[config.mk]
export PLATFORM = sky130hd
export DESIGN_NAME = tnn_feature_loader
export DESIGN_NICKNAME = d
export VERILOG_FILES = /design/src/rtl/tnn_feature_loader_pkg.sv /design/src/rtl/tnn_feature_loader.sv
export SDC_FILE = /design/constraint.sdc
export NUM_CORES = 1
export LEC_CHECK = 0
export ABC_AREA = 1
export CAP_MARGIN = 20
export CORE_UTILIZATION = 24
export DETAILED_ROUTE_END_ITERATION = 12
export GPL_TIMING_DRIVEN = 0
export HOLD_SLACK_MARGIN = 0.1
export PLACE_DENSITY = 0.41
export SLEW_MARGIN = 20
export SYNTH_ARGS = -nofsm -noshare
export SYNTH_HDL_FRONTEND = slang
export SYNTH_SLANG_ARGS = --single-unit
[constraint.sdc]
create_clock -name clk -period 6.1 [get_ports clk]
set_clock_uncertainty 0.1 [all_clocks]
set_input_delay 1.22 -clock clk [delete_from_list [all_inputs] [get_ports clk]]
set_output_delay 1.22 -clock clk [all_outputs]
set_load 0.01 [all_outputs]
[src/rtl/tnn_feature_loader_pkg.sv]
// Shared definitions for the pendigits feature loader: FSM states,
// dataset constants and derived vector widths.
package tnn_feature_loader_pkg;

    localparam int PD_FEAT_CNT  = 16;
    localparam int PD_FEAT_BITS = 4;
    localparam int PD_CLASS_CNT = 10;

    localparam int PRED_W     = $clog2(PD_CLASS_CNT);
    localparam int FEAT_VEC_W = PD_FEAT_CNT * PD_FEAT_BITS;

    typedef enum logic [1:0] {
        LOAD   = 2'd0,
        START  = 2'd1,
        RUN    = 2'd2,
        RESULT = 2'd3
    } tnn_state_e;

    // Counter width that stays at least one bit for degenerate sizes.
    function automatic int cnt_width(input int n);
        return (n > 1) ? $clog2(n) : 1;
    endfunction

endpackage

[src/rtl/tnn_feature_loader.sv]
// Serial feature packer and run controller for the sequential ternary
// classifier; one inference in flight, result handed off over valid/ready.
module tnn_feature_loader
    import tnn_feature_loader_pkg::*;
#(
    parameter int FEAT_CNT    = PD_FEAT_CNT,
    parameter int FEAT_BITS   = PD_FEAT_BITS,
    parameter int CLASS_CNT   = PD_CLASS_CNT,
    parameter int TNN_LATENCY = 64,
    localparam int PW         = $clog2(CLASS_CNT),
    localparam int VW         = FEAT_CNT * FEAT_BITS
) (
    input  logic                 clk,
    input  logic                 rst,
    input  logic                 in_valid,
    output logic                 in_ready,
    input  logic [FEAT_BITS-1:0] in_feat,
    output logic [VW-1:0]        features,
    output logic                 tnn_rst,
    input  logic [PW-1:0]        tnn_pred,
    output logic                 out_valid,
    input  logic                 out_ready,
    output logic [PW-1:0]        out_pred,
    output logic                 busy,
    output tnn_state_e           dbg_state
);

    // Handshakes: a beat or result moves on a clock edge where valid and
    // ready are both high; valid is never withdrawn before that edge.

    localparam int BEAT_W = cnt_width(FEAT_CNT);
    localparam int CYC_W  = $clog2(TNN_LATENCY + 1);

    localparam logic [BEAT_W-1:0] BEAT_LAST = BEAT_W'(FEAT_CNT - 1);
    localparam logic [CYC_W-1:0]  CYC_LAST  = CYC_W'(TNN_LATENCY - 1);

    tnn_state_e          state_q, state_d;
    logic [BEAT_W-1:0]   beat_q, beat_d;
    logic [CYC_W-1:0]    cyc_q, cyc_d;
    logic [VW-1:0]       features_q, features_d;
    logic                out_valid_q, out_valid_d;
    logic [PW-1:0]       out_pred_q, out_pred_d;

    always_ff @(posedge clk or posedge rst) begin
        if (rst) begin
            state_q     <= LOAD;
            beat_q      <= '0;
            cyc_q       <= '0;
            features_q  <= '0;
            out_valid_q <= 1'b0;
            out_pred_q  <= '0;
        end else begin
            state_q     <= state_d;
            beat_q      <= beat_d;
            cyc_q       <= cyc_d;
            features_q  <= features_d;
            out_valid_q <= out_valid_d;
            out_pred_q  <= out_pred_d;
        end
    end

    always_comb begin
        state_d     = state_q;
        beat_d      = beat_q;
        cyc_d       = cyc_q;
        features_d  = features_q;
        out_valid_d = out_valid_q;
        out_pred_d  = out_pred_q;

        unique case (state_q)
            LOAD: begin
                if (in_valid) begin
                    features_d[int'(beat_q)*FEAT_BITS +: FEAT_BITS] = in_feat;
                    if (beat_q == BEAT_LAST) begin
                        beat_d  = '0;
                        state_d = START;
                    end else begin
                        beat_d = beat_q + 1'b1;
                    end
                end
            end
            START: begin
                cyc_d   = '0;
                state_d = RUN;
            end
            RUN: begin
                // Counter value equals cycles elapsed since restart release.
                if (cyc_q == CYC_LAST) begin
                    cyc_d       = '0;
                    out_pred_d  = tnn_pred;
                    out_valid_d = 1'b1;
                    state_d     = RESULT;
                end else begin
                    cyc_d = cyc_q + 1'b1;
                end
            end
            RESULT: begin
                if (out_ready) begin
                    out_valid_d = 1'b0;
                    state_d     = LOAD;
                end
            end
            default: state_d = LOAD;
        endcase
    end

    // Ready is masked by reset so no beat is taken while the loader is held.
    assign in_ready  = (state_q == LOAD) && !rst;
    assign tnn_rst   = (state_q != RUN);
    assign busy      = (state_q != LOAD);
    assign features  = features_q;
    assign out_valid = out_valid_q;
    assign out_pred  = out_pred_q;
    assign dbg_state = state_q;

endmodule

# [Yosys cells after proc, flatten, opt, wreduce, memory -nomap -nowiden]
# Cells that the tools add are included.
[op_classes] eq_ne=10 muxes=12 reduce_logical=10 addsub=3 shift=2
[ops] op="64-bit bitwise mux" n=1
[ops] op="4-bit by 33-bit variable shift with 64-bit output, first input constant" n=1
[ops] op="4-bit by 33-bit indexed part select with 64-bit output" n=1
[ops] op="6-bit negation with 33-bit output" n=1
[ops] op="7-bit case mux with 2 select lines" n=1
[ops] op="2-bit inequality test, second input constant" n=5
[ops] op="2-bit two-way mux" n=4
[ops] op="2-bit case mux with 4 select lines" n=1
[ops] op="7-bit by 1-bit adder with 7-bit output, second input constant" n=1
[ops] op="7-bit by 6-bit == test with 1-bit output, second input constant" n=1
[ops] op="7-bit two-way mux" n=1
[ops] op="2-bit nonzero test" n=3
[ops] op="4-bit by 1-bit adder with 4-bit output, second input constant" n=1
[ops] op="2-bit == test, second input constant" n=2
[ops] op="4-bit == test, second input constant" n=1
[ops] op="4-bit two-way mux" n=1
[ops] op="2-bit AND reduction" n=2
[ops] op="4-bit AND reduction" n=1
[ops] op="3-bit AND reduction" n=1
[ops] op="2-bit by 1-bit == test with 1-bit output, second input constant" n=1
[ops] op="2-bit logical NOT" n=1
[ops] op="1-bit two-way mux" n=2
[ops] op="1-bit case mux with 2 select lines" n=1
[ops] op="1-bit logical AND" n=1
[ops] op="1-bit logical NOT" n=1
[totals] out_inout_bits=74 word_cells=43 ff_bits=82 input_bits=12

# [Longest topological paths before layout]
# Gate-level depths: netlist of the first run.
[logic_depth] word_depth=4 depth_mapped=11 mapped_depth_nobuf=11

# [Worst setup path before layout of the first run]
# No wires, ideal clock.
[synth_timing] kind="input port to output port" start="input rst" end="output in_ready" slack_ns=3.391 arrival_time_ns=1.389 stages=1 path_buffers=0 cell_sequence="nor2_1"
[synth_via] elab_chain_cells=2
[synth_rtl] item="from (decl)" line_no="tnn_feature_loader.sv:14" text="input logic rst,"
[synth_rtl] item="1-bit logical NOT" line_no="tnn_feature_loader.sv:108" text="assign in_ready = (state_q == LOAD) && !rst;"
[synth_rtl] item="1-bit logical AND" line_no="tnn_feature_loader.sv:108"
[synth_rtl] item="to (decl)" line_no="tnn_feature_loader.sv:16" text="output logic in_ready,"
# Every way passes these cells.

# [Worst setup path in the final report of the first run]
# Same ends and word-level chain as after synthesis.

==> results_dict.tcl, run 1 <==
set metrics [dict create \
    die_w_um 127 \
    grt_overflow_total 0 \
    synth_seq_cells 82 \
    placedCellCount 707 \
    gpl.final_weighted_congestion 0.769 \
    clock_slew_seen_by_the_registers_of_the_worst_setup_and_hold_paths_ps 60 \
    dpl_worst_slack_ps 2410 \
    final_design_instance_area_without_fill_mm2 0.00514 \
    clk-insertion-delay-late_ps 340 \
    n_antenna_cell 0 \
    detailroute.via_count 3158 \
    cpMaxStageDelayCell "sky130_fd_sc_hd__clkdlybuf4s50_1" \
    syn_avg_cell_area_um2 8.63 \
    cts_max_level 3 \
    final_nets 551 \
    postPlaceCellArea_mm2 0.00485 \
    cts-root-buf "sky130_fd_sc_hd__clkbuf_16" \
    first_global_vias 3051 \
    cp.required_ps 4780 \
    max_freq_mhz 272 \
    final_hold_viol_count 0 \
    final_max_slew_viol_count 0 \
    cp_slowest_stage_delay_ps 540 \
    post_detailed_placement_half_perimeter_wirelength_mm 7.42 \
    floorplan.die.height_um 127 \
    instance_count_along_the_most_critical_hold_path 2 \
    worstSetupPathDepth 3 \
    post_cts.resized_instances 0 \
    crit_path_end_kind "output port" \
    synth_nets 454 \
    peakVddDrop_uv 232 \
    power_per_cell_area_mw_per_mm2 487 \
    transition_time_at_the_pin_with_the_least_slew_margin_ps 549 \
    yosys_warnings 0 \
    synth.largest_area_cell "sky130_fd_sc_hd__dfrtp_1" \
    critPathTopFamily "buffers and inverters" \
    critPathKind "in -> out" \
    worst_path_most_repeated_cell "sky130_fd_sc_hd__clkdlybuf4s50_1" \
    final_layout_size_suffix_gt1_frac 0.0636 \
    initialDrtViolationCount 172 \
    route.antenna.remaining_nets 0 \
    vias_per_cell 4.37 \
    nature_of_the_critical_path_startpoint "input pin" \
    number_of_antenna_violations_at_the_first_check_in_global_routing 0 \
    number_of_setup_buffers_added_after_cts 0 \
    ctsHoldBuffers 0 \
    numClockSinks 82 \
    max_slew_headroom 0.631 \
    rrSetupSlack_ps 3420 \
    seq_area_frac_synth 0.549 \
    yosysUniqueCellTypes 27 \
    critPathArrivalTime_ps 2360 \
    top_level_ports 86 \
    setup_viol 0 \
    portBuffers 85 \
    fin_worst_hold_slack_ps 373 \
    totalNegativeSetupSlack_ps 0 \
    critical_path.cell_chain "clkdlybuf4s50_1 -> nor2_1 -> clkdlybuf4s50_1" \
    cts.path.max_buffers 2 \
    leakagePower_nw 2.33 \
    detail_route.wirelength_mm 10.0 \
    initial_core_util 0.246 \
    r2r_cells 9 \
    period_needed_ps 3680 \
    cts_tree "done" \
    die_area_mm2 0.0161 \
    synthCells 433 \
    post-synth-top-area-fraction 0.549 \
    synth.most_common_cell "sky130_fd_sc_hd__nand2_1" \
    maxCapViolCount 0 \
    critPathBufInv 2 \
    hold_class "reg -> reg" \
    areaGrowthSynthToFinish_pct 37.4 \
    synth.top_cells.by_count "sky130_fd_sc_hd__nand2_1, sky130_fd_sc_hd__dfrtp_1, sky130_fd_sc_hd__o21ai_0" \
    share_of_the_clock_period_used_by_the_worst_path_after_layout 0.603 \
    gr-usage-all-layers 0.132 \
    grt_max_degree 47 \
    remaining_drc_errors 0 \
    yosys-top-cells-area "sky130_fd_sc_hd__dfrtp_1, sky130_fd_sc_hd__nand2_1, sky130_fd_sc_hd__o21ai_0" \
    grt_pass1_wl_mm 16.2 \
    synth_edf_count 0 \
    path_max_fanout 2 \
    unrepaired_setup_endpoints_after_global_routing "false" \
    cell_area_synth_mm2 0.00374 \
    detail_route.wl_per_cell_um 13.9 \
    layout.cells.non_filler 723 \
    first_pass_iters 4 \
    synthArstFlopShare 1.00 \
    outcome "finished clean" \
    synth_flop_type "sky130_fd_sc_hd__dfrtp_1" \
    post-route-worst-setup-slack_ps 2420 \
    placeableCoreArea_mm2 0.0152 \
    rows 45 \
    cts-buffers-inserted 9 \
]
## state kept, by name, indices dropped and copies added, names as in the netlist
| signal | flops |
|---|---|
| features | 64 |
| cyc_q | 7 |
| beat_q | 4 |
| out_pred | 4 |
| dbg_state | 2 |
| out_valid | 1 |
## report_power, final
| part | internal (mW) | switching [mW] | leakage, nW |
|---|---|---|---|
| Combinational | 0.468 | 0.697 | 1.09 |
| Clock | 0.308 | 0.212 | 0.143 |
| Sequential | 0.703 | 0.114 | 1.10 |
| Total | 1.48 | 1.02 | 2.33 |
## cells by family (layout without fill, tap and decap cells)
kind of cell	after synthesis	count (layout)	synth area share
buffers and inverters	41	143	0.0445
flip-flops	82	82	0.549
XOR/XNOR	6	6	0.0211
AND/OR/NAND/NOR	244	244	0.285
AO/OA/AOI/OAI	51	51	0.0703
adder cells (fa/ha/maj)	9	9	0.0301
## layout by cell type, fill, tap and decap left out, types with 3 or more instances in the layout
| cell | n |
|---|---|
| sky130_fd_sc_hd__nand4_1 | 21 |
| sky130_fd_sc_hd__buf_2 | 4 |
| sky130_fd_sc_hd__o21ai_1 | 5 |
| sky130_fd_sc_hd__nor2_1 | 27 |
| sky130_fd_sc_hd__a21oi_1 | 5 |
| sky130_fd_sc_hd__nor2_2 | 4 |
| sky130_fd_sc_hd__nor3_1 | 14 |
| sky130_fd_sc_hd__dfrtp_1 | 82 |
| sky130_fd_sc_hd__xor2_1 | 3 |
| sky130_fd_sc_hd__o21ai_0 | 38 |
| sky130_fd_sc_hd__inv_1 | 28 |
| sky130_fd_sc_hd__nand2_1 | 151 |
| sky130_fd_sc_hd__clkbuf_1 | 5 |
| sky130_fd_sc_hd__clkbuf_8 | 3 |
| sky130_fd_sc_hd__ha_1 | 9 |
| sky130_fd_sc_hd__clkinv_1 | 3 |
| sky130_fd_sc_hd__clkbuf_16 | 9 |
| sky130_fd_sc_hd__clkdlybuf4s50_1 | 85 |
| sky130_fd_sc_hd__nand3_1 | 20 |
## per-stage QoR
step / utilization / total power [mW]
3_5_place_dp: 0.319 / 2.00
3_3_place_gp: 0.317 / 1.98
5_1_grt: 0.338 / 2.69
6_report: 0.338 / 2.50
4_1_cts: 0.338 / 2.53
2_1_floorplan: - / 1.48
## tightest hold or removal path, stage by stage (launching register included)
cell                      delay, ps
sky130_fd_sc_hd__dfrtp_1        340
sky130_fd_sc_hd__nand2_1         50
sky130_fd_sc_hd__nand2_1         40
## metal layers
layer | track usage | share of wire
met2 | 0.195 | 0.45
met1 | 0.181 | 0.50
met5 | 0 | 0
met3 | 0.0261 | 0.034
met4 | 0.0693 | 0.022
## final cells by class
cell class | instances | area [um2]
flip-flops and latches | 82 | 2050
inverters | 32 | 123
repair buffers | 86 | 878
fillers | 1607 | 10100
well taps | 188 | 235
clock inverters | 2 | 10.0
multi-input cells | 310 | 1520
plain buffers | 9 | 46.3
clock buffers | 14 | 274
## worst paths after layout
check | from | end
min | features[49] | features[49]
min in group asynchronous | rst | out_pred[0]
max | rst | in_ready
max reg2reg | beat_q[0] | features[8]
max in group asynchronous | rst | features[60]
min reg2reg | features[49] | features[49]
Note: power is estimated with default switching activity, not from simulation.
==> run 2: changes to the inputs <==
clock period = 3.6 ns   (was 6.1 ns; I/O delays follow)
==> results of run 2 <==
Same layout as run 1 (identical final DEF). Status: finished clean.
Main changes from that run: setup slack after placement 2410 ps -> 912 ps; setup slack after layout 2420 ps -> 923 ps; register-to-register setup slack 3420 ps -> 920 ps; total power 2.50 mW -> 4.24 mW; worst IR drop on VDD 232 uV -> 392 uV
